[src/rtl/stack_port_ctrl.sv]
// Valid/ready front end for the Stack LIFO: turns push/pop commands into registered strobes,
// tracks occupancy, and returns popped words. Optional saturating error count: STACK_CTRL_ERR_CNT_EN.
module stack_port_ctrl #(
  parameter  int WIDTH = 32,
  parameter  int DEPTH = 7,
  localparam int CNT_W = $clog2(DEPTH + 1)
) (
  input  logic             clk,
  input  logic             reset,
  input  logic             cmd_valid,
  output logic             cmd_ready,
  input  logic             cmd_op,
  input  logic [WIDTH-1:0] cmd_data,
  output logic             rsp_valid,
  input  logic             rsp_ready,
  output logic [WIDTH-1:0] rsp_data,
  output logic             stk_push,
  output logic             stk_pop,
  output logic [WIDTH-1:0] stk_d,
  input  logic [WIDTH-1:0] stk_q,
  output logic [CNT_W-1:0] level,
  output logic             err_ovf,
  output logic             err_unf,
  output logic [7:0]       err_cnt
);

  localparam logic [1:0] IDLE   = 2'd0;
  localparam logic [1:0] WAIT_Q = 2'd1;
  localparam logic [1:0] CAPT   = 2'd2;
  localparam logic [1:0] RESP   = 2'd3;

  localparam logic [CNT_W-1:0] FULL = CNT_W'(DEPTH);

  logic [1:0] state;
  logic       accept;
  logic       push_ok;
  logic       pop_ok;
  logic       ovf_now;
  logic       unf_now;

  // Pops only enter when no response is pending, or when the pending one is retired this edge.
  assign cmd_ready = cmd_op ? ((state == IDLE) || (state == RESP && rsp_ready)) : 1'b1;
  assign accept    = cmd_valid && cmd_ready;
  assign push_ok   = accept && !cmd_op && (level != FULL);
  assign pop_ok    = accept &&  cmd_op && (level != '0);
  assign ovf_now   = accept && !cmd_op && (level == FULL);
  assign unf_now   = accept &&  cmd_op && (level == '0);

  always_ff @(posedge clk or posedge reset) begin
    if (reset) begin
      state     <= IDLE;
      level     <= '0;
      rsp_valid <= 1'b0;
      rsp_data  <= '0;
      stk_push  <= 1'b0;
      stk_pop   <= 1'b0;
      stk_d     <= '0;
      err_ovf   <= 1'b0;
      err_unf   <= 1'b0;
    end else begin
      // NOTE: non-blocking everywhere here so every term reads the pre-edge value of level/state.
      stk_push <= push_ok;
      stk_pop  <= pop_ok;
      err_ovf  <= ovf_now;
      err_unf  <= unf_now;
      if (push_ok) stk_d <= cmd_data;

      if (push_ok)     level <= level + CNT_W'(1);
      else if (pop_ok) level <= level - CNT_W'(1);

      case (state)
        IDLE:   if (pop_ok) state <= WAIT_Q;
        WAIT_Q: state <= CAPT;
        CAPT: begin
          rsp_data  <= stk_q;
          rsp_valid <= 1'b1;
          state     <= RESP;
        end
        RESP: begin
          if (rsp_ready) begin
            rsp_valid <= 1'b0;
            state     <= pop_ok ? WAIT_Q : IDLE;
          end
        end
        default: state <= IDLE;
      endcase
    end
  end

`ifdef STACK_CTRL_ERR_CNT_EN
  always_ff @(posedge clk or posedge reset) begin
    if (reset)                                  err_cnt <= '0;
    else if ((ovf_now || unf_now) && err_cnt != 8'hFF) err_cnt <= err_cnt + 8'd1;
  end
`else
  assign err_cnt = '0;
`endif

endmodule

[config.mk]
export PLATFORM = sky130hd
export DESIGN_NAME = stack_port_ctrl
export DESIGN_NICKNAME = d
export VERILOG_FILES = /design/src/rtl/stack_port_ctrl.sv
export SDC_FILE = /design/constraint.sdc
export NUM_CORES = 1
export LEC_CHECK = 0
export ABC_AREA = 1
export BUFFER_PORTS_ARGS = -buffer_cell sky130_fd_sc_hd__clkbuf_2
export CAP_MARGIN = 20
export CORE_UTILIZATION = 45
export DETAILED_ROUTE_END_ITERATION = 12
export PLACE_DENSITY = 0.85
export SYNTH_ARGS = -nofsm -noshare
export SYNTH_HDL_FRONTEND = slang
export SYNTH_SLANG_ARGS = --single-unit
[constraint.sdc]
create_clock -name clk -period 3.25 [get_ports clk]
set_input_delay 0.1625 -clock clk [delete_from_list [all_inputs] [get_ports clk]]
set_output_delay 0.1625 -clock clk [all_outputs]
set_load 0.05 [all_outputs]
**Word-level counts from Yosys, hierarchy flattened**

Index checks and enable logic that the tools add are counted.

- Add/subtract/negate cells: 2
- Equal/unequal tests: 7
- Mux-type cells: 9
- Reduce and logical (&&, ||, !) cells: 17

Operator list:

| operator | number |
|---|---|
| logical AND 1 bit | 8 |
| case mux 2 bit (4 select lines) | 1 |
| two-way mux 3 bit | 2 |
| equality test 2 bit (second input constant) | 2 |
| two-way mux 2 bit | 2 |
| != test 2 bit (second input constant) | 2 |
| AND reduction 2 bit | 2 |
| nonzero test 2 bit | 2 |
| adder 3 x 1 -> 3 bit (second input constant) | 1 |
| equality test 3 bit (second input constant) | 1 |
| zero test 3 bit | 1 |
| two-way mux 1 bit | 3 |
| != test 3 bit (second input constant) | 1 |
| nonzero test 3 bit | 1 |
| subtractor 3 x 1 -> 3 bit (second input constant) | 1 |
| equality test 2 x 1 -> 1 bit (second input constant) | 1 |
| zero test 2 bit | 1 |
| case mux 1 bit (2 select lines) | 1 |
| zero test 1 bit | 1 |
| logical OR 1 bit | 1 |

- Bits in registers: 74
- Input bits: 69

**Depth between registers and ports, before layout**

- Depth after elaboration: 10
- Depth in mapped cells: 10
- Gate-level depth less buffers: 10

**Least setup slack after synthesis**

OpenSTA, ideal clock, no wires.

- Kind: flip-flop to flip-flop
- From: reg level[0]
- To: reg level[1]
- Library setup time: 0.119 ns
- Arrival: 1.739 ns
- Slack: 1.393 ns
- Cell stages (with the launch flop): 7
- Buffers on the path: 1
- Period minus slack after synthesis: 1.857 ns
- Cells stage by stage: dfrtp_1 -> nand3_2 -> nand2_4 -> buf_2 -> fa_1 -> nand2_1 -> nand2_1

- Word-level cells in the longest chain between the ends: 3

Ends and longest elaborated chain:

| what | line | source |
|---|---|---|
| from (decl) | 21 | `output logic [CNT_W-1:0] level,` |
| from (signal assigned) | 68 | `if (push_ok) level <= level + CNT_W'(1);` |
| from (signal assigned) | 69 | `else if (pop_ok) level <= level - CNT_W'(1);` |
| subtractor 3 x 1 -> 3 bit (tied with other cells) | 69 |  |
| two-way mux 3 bit (tied with other cells) | 69 |  |
| two-way mux 3 bit or nonzero test 2 bit (tied branches) | - |  |

Several ways; a longest one is shown, not always the timed one. The select of a mux whose other input is x is not followed.
A chain may end at the register's enable or synchronous reset.

**Worst setup path after layout**

- From: reg level[0]
- To: reg level[2]

Same word-level chain as after synthesis.

==> impl_metrics.py <==
metrics = {
    "outcome": {
        "status": "completed",
    },
    "synthesis": {
        "synth_flop_cell": "dfrtp_1",
        "synth_area_um2": 2980,
        "synth_cell_types": 22,
        "ys_async_sr_fraction_pct": 100,
        "synth_area_leaders": "dfrtp_1, nand2_1, mux2_2",
        "synth_top_area_cell": "dfrtp_1",
        "syn-instance-count": 273,
        "yosysWarnings": 0,
        "ys_seq_area_share_pct": 62.1,
        "synth_edf_count": 0,
        "ys_ff_latch": 74,
        "yosys.area.top_type_share_pct": 62.1,
        "avgSynthCellArea_um2": 10.9,
    },
    "clocking": {
        "cts_tree": "yes",
        "clk_latency_ns": 0.32,
        "cts_buffers": 9,
        "path_clk_slew_ns": 0.08,
        "postCtsResizedCells": 0,
        "cts_buffer_depth": 2,
        "htreeDepth": 3,
        "cts_root_buf": "clkbuf_8",
        "post-cts-setup-buffers": 0,
        "hold_buffers": 0,
        "numClockSinks": 74,
    },
    "placed_design": {
        "dp_slack_ns": 1.56,
        "gp_congestion": 0.791,
        "hpwlAfterDp_um": 4310,
        "io_buffers": 141,
        "placed_cell_area_um2": 3710,
    },
    "timing": {
        "fin_skew_ns": 0.00957,
        "tns_ns": 0,
        "hold_violations": 0,
        "period_needed_ns": 1.70,
        "fin_crit_sh_pct": 52.4,
        "setup_viol": 0,
        "slew_headroom_pct": 39.3,
        "worst_pin_slew_ns": 0.911,
        "rsz0062_at_grt": "false",
        "max_freq_mhz": 587,
        "holdWs_ns": 0.0307,
        "drv_slew": 0,
        "worst_slack_ns": 1.55,
    },
    "global_routing": {
        "grt_max_degree": 75,
        "grt_pass1_wl_um": 9920,
        "grt_pass1_vias": 2213,
        "antenna_found_initial": 0,
        "grt_use_total_pct": 17.7,
        "grt-ovfl-total": 0,
    },
    "floorplan": {
        "num_rows": 29,
        "die_area_um2": 6960,
        "initial_utilization_pct": 46.7,
        "dieWidth_um": 83.4,
        "coreArea_um2": 6390,
        "die_h_um": 83.4,
        "pin_count": 150,
    },
    "detailed_routing": {
        "vias_per_cell": 4.62,
        "dr_wl_met2_um": 2900,
        "wl_per_cell_um": 11.8,
        "drtIter0Drc": 80,
        "dr.pass1.iters": 4,
        "m1WireLength_um": 2440,
        "wl_um": 5870,
        "vias": 2299,
        "highest_layer": "met4",
        "ant_nets": 0,
        "drc": 0,
        "wl_met3_um": 455,
    },
    "pwr": {
        "sequentialPowerShare_pct": 33.0,
        "p_per_area_nw_per_um2": 1150,
        "intPower_uw": 2230,
        "power_switching_uw": 2260,
        "clock_power_share_pct": 14.5,
        "pwr-share-comb_pct": 52.5,
        "power_switching_share_pct": 50.3,
        "p_leak_uw": 0.00219,
        "peakVddDrop_uv": 914,
    },
    "layout": {
        "n_antenna_cell": 0,
        "layout-drive-gt1-share_pct": 47.3,
        "layout.nets": 489,
        "final_area_um2": 3900,
        "n_fill_cell": 520,
        "area.growth.synth_to_final_pct": 30.7,
        "utilization_pct": 61.1,
    },
    "critical_path": {
        "critPathRequiredTime_ns": 3.46,
        "worst_setup_path_start_kind": "register",
        "reg2reg_depth": 7,
        "critPathKind": "reg2reg",
        "critPathCaptureType": "register",
        "arrival_ns": 1.91,
        "crit_fanout": 36,
    },
    "worst_hold_path": {
        "hold_path_depth": 3,
        "hold_path.class": "in2reg",
    },
    "job": {
        "cap_violations": 0,
    },
}
==> state kept, by name, summed over array words and instances (netlist names) <==
signal and cells:
stk_d 32, rsp_data 32, err_unf 1, level 3
err_ovf 1, stk_push 1, stk_pop 1, state 2
rsp_valid 1
==> final timing paths <==
path	start	to	slack (ns)
worst max-delay path	level[0]	level[2]	1.55
worst min-delay path	cmd_data[22]	stk_d[22]	0.03
worst max register to register	level[0]	level[2]	1.55
worst min register to register	stk_d[1]	stk_d[1]	0.49
max in group asynchronous	reset	stk_d[18]	2.55
min in group asynchronous	reset	stk_d[15]	0.07
==> cell usage after synthesis, types with 2 or more instances <==
library cell / number
buf_2: 7
dfrtp_1: 74
ha_1: 3
nand3_1: 5
a21oi_1: 2
inv_1: 8
buf_4: 11
nor2_1: 3
nand3_2: 3
nand2_1: 114
mux2_2: 32
==> logic make-up (layout without fill, tap and decap cells) <==
group                    count (synthesis)  after routing  synth area share (%)
AND/OR/NAND/NOR                        130            130                  17.7
flip-flops                              74             74                  62.1
multiplexers                            32             32                  12.1
buffers and inverters                   28            169                  5.28
adder cells (fa/ha/maj)                  4              4                  1.93
AO/OA/AOI/OAI                            3              3                 0.503
other                                    1              8                 0.126
XOR/XNOR                                 1              1                 0.294
==> routing by layer <==
metal	GRT usage, %	vias to the layer above
met5	0	-
met4	6.78	0
met3	5.17	6
met2	30.2	100
met1	21.2	1065
li1	-	1128
==> worst max-delay path: stages (launching register included) <==
cell and delay [ns]:
dfrtp_1 0.45, nand3_2 0.12, nand2_4 0.23, fa_1 0.47
nor2_1 0.11, nand2_1 0.08, nand3_1 0.07, nand2_1 0.05
==> stage by stage <==
stage               power (uW)  std cells
finish                    4490        498
global route              4740        498
global placement          3810        482
CTS                       4540        498
detailed placement        3880        482
floorplan                 3350        280
==> power by group through the flow <==
stage | Combinational [uW] | Clock (uW) | Sequential, uW
detailed placement | 2380 | 0 | 1500
global route | 2500 | 714 | 1530
global placement | 2330 | 0 | 1490
CTS | 2380 | 672 | 1490
floorplan | 680 | 0 | 2670
finish | 2360 | 651 | 1480
==> final cells by class <==
cell class	instances	area, um^2	area share [%]
Sequential cell	74	1850	47.5
Clock inverter	4	25.0	0.642
Inverter	10	40.0	1.03
Tap cell	77	96.3	2.47
Clock buffer	12	165	4.23
Timing Repair Buffer	143	721	18.5
Multi-Input combinational cell	178	1000	25.7
==> layout by cell type (no fill, tap or decap), drive strengths merged <==
cell / n
inv: 9
or2: 1
clkinvlp: 2
nor3: 1
nand4: 1
dfrtp: 74
conb: 8
nor2: 4
buf: 2
mux2: 32
nand2: 115
fa: 1
clkinv: 3
o21ai: 1
nand3: 8
clkbuf: 153
a21oi: 2
xor2: 1
ha: 3
(Power assumes the default switching activity.)
